## src/rtl/spi_master_arbiter.sv

```systemverilog
// rtl/spi_master_arbiter.sv - round-robin arbiter and burst sequencer sharing one SPI master
module spi_master_arbiter #(
    parameter int N_REQ  = 4,
    parameter int DATA_W = 8,
    parameter int ADDR_W = 3,
    parameter int LEN_W  = 8
) (
    input  logic                      clk,
    input  logic                      rst,
    input  logic [N_REQ-1:0]          req,
    input  logic [N_REQ*ADDR_W-1:0]   req_addr,
    input  logic [N_REQ*LEN_W-1:0]    req_len,
    input  logic [N_REQ*DATA_W-1:0]   req_wdata,
    input  logic [N_REQ-1:0]          req_wvalid,
    output logic [N_REQ-1:0]          req_wpop,
    output logic [N_REQ-1:0]          grant,
    output logic [N_REQ-1:0]          done,
    output logic [DATA_W-1:0]         rx_data,
    output logic [N_REQ-1:0]          rx_valid,
    input  logic                      m_fifo_req_data,
    output logic [DATA_W-1:0]         m_fifo_din,
    output logic                      m_fifo_din_valid,
    output logic                      m_fifo_empty,
    output logic [ADDR_W-1:0]         m_slave_addr,
    input  logic                      m_busy,
    input  logic [DATA_W-1:0]         m_dout,
    input  logic                      m_dout_valid
);
    localparam int IDX_W = $clog2(N_REQ);

    localparam logic [2:0] S_IDLE    = 3'd0;
    localparam logic [2:0] S_LOAD    = 3'd1;
    localparam logic [2:0] S_XFER    = 3'd2;
    localparam logic [2:0] S_DRAIN   = 3'd3;
    localparam logic [2:0] S_RELEASE = 3'd4;

    localparam logic [N_REQ-1:0] ONE_HOT0 = {{(N_REQ-1){1'b0}}, 1'b1};
    localparam logic [LEN_W:0]   CNT_ONE  = {{LEN_W{1'b0}}, 1'b1};

    logic [2:0]        state;
    logic [IDX_W-1:0]  ptr;
    logic [IDX_W-1:0]  sel;
    logic [IDX_W-1:0]  pick;
    logic [IDX_W:0]    cand;
    logic              pick_found;
    logic [LEN_W:0]    tx_left;
    logic [LEN_W:0]    rx_left;
    logic [LEN_W:0]    rx_left_next;
    logic [N_REQ-1:0]  sel_onehot;
    logic              cur_wvalid;
    logic [DATA_W-1:0] cur_wdata;
    logic [LEN_W-1:0]  cur_len;
    logic              pop;
    logic              rx_phase;
    logic              rx_dec;

    // First requesting index at or above ptr, wrapping past N_REQ-1 back to 0.
    always_comb begin
        pick       = ptr;
        pick_found = 1'b0;
        cand       = '0;
        for (int i = 0; i < N_REQ; i++) begin
            cand = {1'b0, ptr} + (IDX_W+1)'(i);
            if (cand >= (IDX_W+1)'(N_REQ)) begin
                cand = cand - (IDX_W+1)'(N_REQ);
            end
            if (!pick_found && req[cand[IDX_W-1:0]]) begin
                pick       = cand[IDX_W-1:0];
                pick_found = 1'b1;
            end
        end
    end

    assign sel_onehot   = ONE_HOT0 << sel;
    assign cur_wvalid   = req_wvalid[sel];
    assign cur_wdata    = req_wdata[int'(sel)*DATA_W +: DATA_W];
    assign cur_len      = req_len[int'(sel)*LEN_W +: LEN_W];

    assign m_fifo_empty = (state != S_XFER) || (tx_left == '0) || !cur_wvalid;
    assign pop          = (state == S_XFER) && m_fifo_req_data && !m_fifo_empty;
    assign req_wpop     = pop ? sel_onehot : '0;

    // Receive count saturates so stray words from the master are still forwarded.
    assign rx_phase     = (state == S_XFER) || (state == S_DRAIN);
    assign rx_dec       = m_dout_valid && (rx_left != '0);
    assign rx_left_next = rx_dec ? (rx_left - CNT_ONE) : rx_left;

    always_ff @(posedge clk or negedge rst) begin
        if (!rst) begin
            state            <= S_IDLE;
            ptr              <= '0;
            sel              <= '0;
            tx_left          <= '0;
            rx_left          <= '0;
            grant            <= '0;
            done             <= '0;
            rx_valid         <= '0;
            rx_data          <= '0;
            m_fifo_din       <= '0;
            m_fifo_din_valid <= 1'b0;
            m_slave_addr     <= '0;
        end else begin
            done             <= '0;
            rx_valid         <= '0;
            m_fifo_din_valid <= 1'b0;

            if (rx_phase) begin
                rx_left <= rx_left_next;
                if (m_dout_valid) begin
                    rx_data  <= m_dout;
                    rx_valid <= sel_onehot;
                end
            end

            if (pop) begin
                m_fifo_din       <= cur_wdata;
                m_fifo_din_valid <= 1'b1;
                tx_left          <= tx_left - CNT_ONE;
            end

            case (state)
                S_IDLE: begin
                    if (pick_found) begin
                        sel   <= pick;
                        grant <= ONE_HOT0 << pick;
                        state <= S_LOAD;
                    end
                end
                S_LOAD: begin
                    m_slave_addr <= req_addr[int'(sel)*ADDR_W +: ADDR_W];
                    tx_left      <= {1'b0, cur_len} + CNT_ONE;
                    rx_left      <= {1'b0, cur_len} + CNT_ONE;
                    state        <= S_XFER;
                end
                S_XFER: begin
                    if (pop && (tx_left == CNT_ONE)) begin
                        state <= S_DRAIN;
                    end
                end
                S_DRAIN: begin
                    if ((rx_left_next == '0) && !m_busy) begin
                        grant <= '0;
                        done  <= sel_onehot;
                        state <= S_RELEASE;
                    end
                end
                S_RELEASE: begin
                    ptr   <= (sel == IDX_W'(N_REQ-1)) ? '0 : sel + IDX_W'(1);
                    state <= S_IDLE;
                end
                default: state <= S_IDLE;
            endcase
        end
    end
endmodule

```

## config.mk

```make
export PLATFORM = sky130hd
export DESIGN_NAME = spi_master_arbiter
export DESIGN_NICKNAME = d
export VERILOG_FILES = /design/src/rtl/spi_master_arbiter.sv
export SDC_FILE = /design/constraint.sdc
export NUM_CORES = 1
export LEC_CHECK = 0
export BUFFER_PORTS_ARGS = -buffer_cell sky130_fd_sc_hd__buf_2
export CORE_UTILIZATION = 50
export DETAILED_ROUTE_END_ITERATION = 10
export GPL_ROUTABILITY_DRIVEN = 0
export PLACE_DENSITY = 0.85
export SYNTH_ARGS = -nofsm -noshare
export SYNTH_HDL_FRONTEND = slang
export SYNTH_SLANG_ARGS = --single-unit
```

## constraint.sdc

```tcl
create_clock -name clk -period 7.33 [get_ports clk]
set_clock_uncertainty 0.2 [all_clocks]
set_input_delay 1.0995 -clock clk [delete_from_list [all_inputs] [get_ports clk]]
set_output_delay 1.0995 -clock clk [all_outputs]
set_load 0.02 [all_outputs]
```

==> results of run 1 <==
==> state kept, by name (all words and copies together) (netlist names) <==
signal	cells
rx_left	9
tx_left	9
m_fifo_din	8
rx_data	8
done	4
grant	4
rx_valid	4
m_slave_addr	3
state	3
ptr	2
sel	2
m_fifo_din_valid	1
==> placed cells by master (no fill, tap or decap), types with 3 or more instances in the layout <==
| master | Yosys | layout |
|---|---|---|
| dfrtp_1 | 57 | 57 |
| clkbuf_8 | 0 | 11 |
| nand3_1 | 4 | 4 |
| o21ai_0 | 13 | 13 |
| xnor2_1 | 4 | 4 |
| and3_1 | 5 | 5 |
| mux2i_1 | 3 | 3 |
| buf_2 | 6 | 133 |
| or3_1 | 3 | 3 |
| inv_1 | 11 | 11 |
| mux4_2 | 20 | 20 |
| nor3_1 | 8 | 8 |
| a21oi_1 | 12 | 12 |
| mux2_2 | 10 | 10 |
| nor2b_1 | 3 | 3 |
| buf_4 | 2 | 3 |
| nor2_1 | 21 | 21 |
| nand2b_1 | 3 | 3 |
| xor2_1 | 8 | 8 |
| nand2_1 | 59 | 59 |
| nand4_1 | 4 | 4 |
| and2_1 | 9 | 9 |
| o22ai_1 | 6 | 6 |
| a31oi_1 | 3 | 3 |
| ha_1 | 10 | 10 |
| nand3b_1 | 3 | 3 |
==> metal layers <==
layer	GRT usage	vias up	routed length, um
met5	0	-	0
met4	0.124	0	282
met3	0.0610	25	661
met2	0.459	157	4660
met1	0.344	1516	3690
li1	-	1518	-
==> logic make-up (layout without fill, tap and decap cells) <==
kind of cell               Yosys count  after routing  share of synthesized area
AOI/OAI and AO/OA                   60             60                      0.120
adders and majority gates           10             10                     0.0351
other                                0              1                          0
buffers and inverters               26            164                     0.0358
DFF                                 57             57                      0.400
and+or+nand+nor                    142            142                      0.210
muxes                               34             34                      0.169
xor gates and xnor gates            12             12                     0.0295
==> worst min-delay path, cell delays in order (launching register included) <==
cell	delay, ns
dfrtp_1	0.35
nand2_1	0.05
nand2_1	0.06
==> final cells by class <==
cell class                 count  area share
clock buffer                  11      0.0336
clock inverter                 5      0.0139
inverter                      12     0.00999
sequential                    57       0.316
multi-input combinational    258       0.447
tap                           96      0.0266
timing repair buffer         136       0.153
antenna                        1    0.000555
==> through the flow <==
| stage | setup WS (ns) | instance area [um2] | power [uW] |
|---|---|---|---|
| final | 3.24 | 4510 | 1390 |
| after global routing | 3.01 | 4510 | 1490 |
| after CTS | 3.23 | 4510 | 1400 |
| after detailed placement | 3.44 | 4290 | 1080 |
| after global placement | 3.49 | 4290 | 1050 |
| after floorplan | 3.80 | 3570 | 914 |
==> power breakdown <==
| group | switching, uW | internal [uW] |
|---|---|---|
| registers | 112 | 409 |
| logic | 311 | 245 |
| clock network | 137 | 177 |
| total | 560 | 831 |
==> path summary, 6_finish.rpt <==
| check | depth (start not counted) | slack, ns | from | endpoint |
|---|---|---|---|---|
| max | 6 | 3.24 | state[1] | req_wpop[3] |
| min reg2reg | 2 | 0.28 | m_slave_addr[1] | m_slave_addr[1] |
| min | 2 | 0.28 | m_slave_addr[1] | m_slave_addr[1] |
| max reg2reg | 6 | 4.48 | sel[1] | tx_left[8] |
| max in group asynchronous | 2 | 5.77 | rst | tx_left[2] |
| min in group asynchronous | 2 | 0.68 | rst | rx_left[2] |
==> flow_summary.yaml, run 1 <==
outcome:
  status: "complete, no violations"
global_route:
  grtUsageTotal: 0.275
  first_global_vias: 3233
  grt_max_degree: 58
  grt_overflow: 0
  grt_pass1_wl_mm: 15.4
  antenna_found_initial: 1
logic_synthesis:
  synth_fp_nets: 448
  yosys_warnings: 0
  syn_area_um2: 3570
  synth_edf_count: 0
  synth_cells: 341
  post-synth-top-count-cell: "nand2_1"
  synth_commonest_cells: "59 x nand2_1, 57 x dfrtp_1, 21 x nor2_1, 20 x mux4_2, 13 x o21ai_0"
  async_flop_share: 1.00
  syn_area_per_cell_um2: 10.5
  ys_types: 66
  yosysSeqAreaShare: 0.400
  synthTopCellsByArea: "dfrtp_1 40%, mux4_2 13%, nand2_1 6.2%"
  synth_top_area_cell: "dfrtp_1"
  ys_ff_latch: 57
  yosys.area.top_type_share: 0.400
  synthFlopType: "dfrtp_1"
placed_design:
  hpwl_mm: 7.09
  io_buffer_count: 133
  dp.cells: 559
worst_setup_path:
  cp-start-kind: "flop"
  worstPathArrival_ns: 2.79
  cp_slowest_cell: "nor3_1"
  path_cells: "inv_1, nor3_1, nand3_2, inv_2, and2_1, buf_2"
  critPathRequiredTime_ns: 6.03
  critical_path.top_delay_family: "simple AND/OR/NAND/NOR gates"
  cp_max_fo: 17
  path_buf_inv: 3
  cp-end-kind: "output pin"
  crit_type: "reg2out"
  crit_path_max_incr_delay_ns: 0.68
timing:
  relSlewSlack: 0.313
  setup_viol: 0
  drv_slew: 0
  rsz0062_at_grt: "false"
  fmax_mhz: 244
  fin_setup_tns_ns: 0
  period_needed_ns: 4.09
  hold_viol: 0
  tightest_slew_ns: 1.00
  fin_crit_sh: 0.558
  holdWs_ns: 0.283
hold_path:
  hold_class: "reg2reg"
layout:
  layout.cells.non_filler: 576
  multi_input_area_um2: 2010
  layout.nets: 581
  post-route-util: 0.660
  regArea_um2: 1430
  drive_above_1_share: 0.411
  fill_cells: 563
  syn_to_final_growth_pct: 26.4
clocking:
  cts_made_buffers: 9
  cts-root-buf: "clkbuf_8"
  h-tree-depth: 3
  cts_tree: "yes"
  ctsResizeCount: 0
  hold_buffers: 0
  clock-sinks: 57
  post_cts_buffers: 0
  clkLatencyLatePin_ns: 0.35
  clockBufferDepth: 2
  path_clk_slew_ns: 0.07
pwr:
  leakagePower_uw: 0.00214
  worst_ir_drop_vdd_uv: 187
  powerDensity_nw_per_um2: 308
die:
  die_h_um: 86.5
  io_pins: 134
  core_um2: 6830
  die_w_um: 86.5
  row_count: 30
  die-area_um2: 7480
  start_util: 0.522
detailed_routing:
  drtAntennaViolNets: 0
  detail_route.vias_per_cell: 5.58
  drt_iter0_drc: 212
  drc_errors: 0
  drtPass1Iterations: 4
  vias: 3216
  wl_per_cell_um: 16.1
  wirelength_mm: 9.30
flow_run:
  cap_viol_max_count: 0
No activity file was read; power rests on OpenSTA's default activity.
==> run 2, diff against run 1 <==
Clock period 7.33 ns to 3.9 ns, I/O delays scaled along.
==> flow_summary.yaml, run 2 (synthesized netlist as in run 1, its figures left out) <==
clocking:
  h-tree-depth: 3
  cts-root-buf: "clkbuf_8"
  path_clk_slew_ns: 0.07
  post_cts_buffers: 0
  clkLatencyLatePin_ns: 0.34
  cts_tree: "yes"
  cts_made_buffers: 9
  clockBufferDepth: 2
  clock-sinks: 57
  hold_buffers: 0
  ctsResizeCount: 0
placed_design:
  placed_area_um2: 4310
  pre_cts_slack_ns: 1.07
  hpwl_mm: 7.16
  io_buffer_count: 133
global_route:
  grt_max_degree: 43
  grtUsageTotal: 0.268
  grtUsageMet1: 0.310
  grt.met3_usage: 0.0648
  grt-busiest-layer: "met2"
  antenna_found_initial: 0
  first_global_vias: 3329
  grt_overflow: 0
  grt_pass1_wl_mm: 15.2
  gr-usage-met2: 0.482
die:
  core_um2: 6830
  start_util: 0.522
  die-area_um2: 7480
  row_count: 30
  die_w_um: 86.5
  die_h_um: 86.5
  io_pins: 134
detailed_routing:
  drtPass1Iterations: 7
  drt_iter0_drc: 185
  drc_errors: 0
  drtAntennaViolNets: 0
  vias: 3316
  wirelength_mm: 9.45
  detail_route.vias_per_cell: 5.75
  wl_per_cell_um: 16.4
timing:
  period_needed_ns: 3.21
  setup_viol: 0
  drv_slew: 0
  relSlewSlack: 0.344
  tightest_slew_ns: 0.960
  fin_setup_tns_ns: 0
  fmax_mhz: 312
  timing.final.ws_setup_ns: 0.692
  rsz0062_at_grt: "false"
  fin_crit_sh: 0.823
  hold_viol: 0
hold_path:
  hold_class: "in2async"
worst_setup_path:
  critPathRequiredTime_ns: 3.12
  cp-end-kind: "output pin"
  worstReg2RegStart: "sel[1]"
  cp-start-kind: "flop"
  cp_max_fo: 17
  worstPathArrival_ns: 2.42
  crit_type: "reg2out"
  startpoint: "tx_left[5]"
layout:
  drive_above_1_share: 0.412
  final_area_um2: 4500
  antenna_cells: 0
  layout.nets: 583
  layout.cells.most_common_list: "133 x buf_2, 59 x nand2_1, 57 x dfrtp_1, 21 x nor2_1, 20 x mux4_2"
  syn_to_final_growth_pct: 26.2
  final_common_cell: "buf_2"
  top_regs: "rx_left x9, tx_left x9"
  post-route-util: 0.659
pwr:
  powerDensity_nw_per_um2: 574
  leakagePower_uw: 0.00215
  worst_ir_drop_vdd_uv: 398
flow_run:
  cap_viol_max_count: 0
outcome:
  status: "complete, no violations"
==> run 2: routing by layer <==
layer  vias to the layer above  wire [um]
met4                         0        178
met3                        24        720
met2                       191       4870
met1                      1583       3680
li1                       1518          -
met5                         -          0
==> run 2: final timing paths <==
kind	to	slack, ns	depth (start not counted)
max in group asynchronous	done[0]	2.54	2
worst min-delay path	rx_left[2]	0.18	1
min in group clk	rx_data[7]	0.28	2
worst min register to register	m_slave_addr[0]	0.29	2
worst max register to register	tx_left[8]	1.11	7
worst max-delay path	req_wpop[2]	0.69	6
==> run 2: layout make-up <==
cell class | count | area (um2)
multi-input cells | 258 | 2010
clock buffers | 10 | 128
well taps | 96 | 120
fillers | 534 | 2330
clock inverters | 6 | 67.6
inverters | 12 | 45.0
repair buffers | 138 | 703
flip-flops and latches | 57 | 1430
==> run 2: metrics by stage <==
step | total power (uW) | std cells | hold slack, ns
floorplan | 1720 | 341 | 0.0894
detailed placement | 2030 | 561 | 0.266
finish | 2580 | 577 | 0.181
global route | 2740 | 577 | 0.263
global placement | 1980 | 561 | 0.255
CTS | 2580 | 577 | 0.219
==> run 2: worst max-delay path, cell delays in order (launching register included) <==
cell and delay (ns):
dfrtp_1 0.40, or4_4 0.58, o31a_4 0.39, nand3_2 0.19
inv_2 0.17, and2_1 0.19, buf_2 0.15
==> run 2: power breakdown <==
group / total, uW / internal, uW / switching (uW)
logic: 1060 / 466 / 594
clock network: 547 / 297 / 250
registers: 978 / 770 / 208
==> run 3, diff against run 2 <==
Clock period 3.9 ns to 3.26 ns, I/O delays scaled along.
==> flow_summary.yaml, run 3 (synthesized netlist as in run 1, its figures left out) <==
die:
  io_pins: 134
  die_w_um: 86.5
  row_count: 30
  start_util: 0.522
  core_um2: 6830
  die-area_um2: 7480
  die_h_um: 86.5
outcome:
  status: "complete, no violations"
clocking:
  clkLatencyLatePin_ns: 0.34
  clock-sinks: 57
  cts-root-buf: "clkbuf_8"
  post_cts_buffers: 0
  h-tree-depth: 3
  cts_made_buffers: 9
  clockBufferDepth: 2
  path_clk_slew_ns: 0.07
  ctsResizeCount: 0
  hold_buffers: 0
  cts_tree: "yes"
timing:
  relSlewSlack: 0.469
  timing.final.ws_setup_ns: 0.123
  rsz0062_at_grt: "false"
  period_needed_ns: 3.14
  fin_setup_tns_ns: 0
  hold_viol: 0
  fin_crit_sh: 0.962
  setup_viol: 0
  fmax_mhz: 319
  drv_slew: 0
  holdWs_ns: 0.0304
  tightest_slew_ns: 0.796
flow_run:
  cap_viol_max_count: 0
pwr:
  finalPower_uw: 3130
  leakagePower_uw: 0.00215
  worst_ir_drop_vdd_uv: 392
  powerDensity_nw_per_um2: 692
layout:
  regArea_um2: 1430
  drive_above_1_share: 0.414
  fill_cells: 568
  top_regs: "rx_left x9, tx_left x9"
  layout.cells.most_common_list: "133 x buf_2, 59 x nand2_1, 57 x dfrtp_1, 21 x nor2_1, 20 x mux4_2"
  final_common_cell: "buf_2"
  post-route-util: 0.662
  multi_input_area_um2: 2010
  syn_to_final_growth_pct: 26.7
  layout.nets: 585
global_route:
  antenna_found_initial: 1
  grtUsageTotal: 0.281
  grt_overflow: 0
  first_global_vias: 3320
  grt_pass1_wl_mm: 15.8
  grt_max_degree: 38
worst_setup_path:
  worstPathArrival_ns: 2.45
  timing.rr.end: "rx_left[6]"
  critPathRequiredTime_ns: 2.57
  cp_max_fo: 17
  worstReg2RegStart: "sel[0]"
  rr_worst_depth: 7
  crit_type: "reg2out"
  worst-r2r-setup-slack_ns: 0.64
  cp-end-kind: "output pin"
  cp-start-kind: "flop"
detailed_routing:
  wirelength_mm: 9.86
  detail_route.vias_per_cell: 5.74
  drt_iter0_drc: 201
  drc_errors: 0
  wl_per_cell_um: 17.0
  drtPass1Iterations: 5
  drtAntennaViolNets: 0
  vias: 3330
placed_design:
  pre_cts_slack_ns: 0.488
  hpwl_mm: 7.58
  io_buffer_count: 133
hold_path:
  hold_class: "in2async"
## run 3: cell types whose count changed in the layout (fill, tap and decap cells not counted)
cell / change
diode_2: +1
buf_4: +2
## run 3: worst max path at each step
| stage | slack, ns | endpoint | from |
|---|---|---|---|
| final | 0.12 | req_wpop[0] | tx_left[3] |
| after global routing | 0.03 | req_wpop[0] | tx_left[3] |
| after CTS | 0.11 | req_wpop[0] | tx_left[3] |
| after detailed placement | 0.49 | req_wpop[0] | tx_left[3] |
| after global placement | 0.54 | req_wpop[1] | tx_left[3] |
| after floorplan | 0.74 | req_wpop[2] | tx_left[3] |
## run 3: per-stage QoR
stage | instance area [um2] | instances
final | 4520 | 580
after global routing | 4520 | 580
after CTS | 4520 | 579
after detailed placement | 4320 | 563
after global placement | 4320 | 563
after floorplan | 3570 | 341
## run 3: area by class of cell
type | count | share of cell area
clock inverter | 6 | 0.0149
multi-input combinational | 258 | 0.445
tap | 96 | 0.0266
timing repair buffer | 140 | 0.159
sequential | 57 | 0.315
clock buffer | 10 | 0.0282
antenna | 1 | 0.000553
inverter | 12 | 0.00996
## run 3: per-layer routing
layer  global-route usage  vias to the layer above  part of all wire
li1                     -                     1528                 -
met1                0.338                     1604              0.38
met2                0.486                      174              0.51
met3               0.0752                       24             0.079
met4                0.102                        0             0.023
met5                    0                        -                 0
## run 3: power breakdown
part	internal (uW)	total (uW)	switching, uW	leakage, uW
combinational	563	1310	744	0.00135
clock	355	661	306	0.0000929
sequential	920	1160	241	0.000709
total	1840	3130	1290	0.00215
## run 3: critical path: stages, from the launching register on
cell and delay, ns:
dfrtp_1 0.41, or4_4 0.57, o31a_4 0.39, nand3_2 0.21, inv_2 0.18, and2_1 0.20
buf_2 0.15
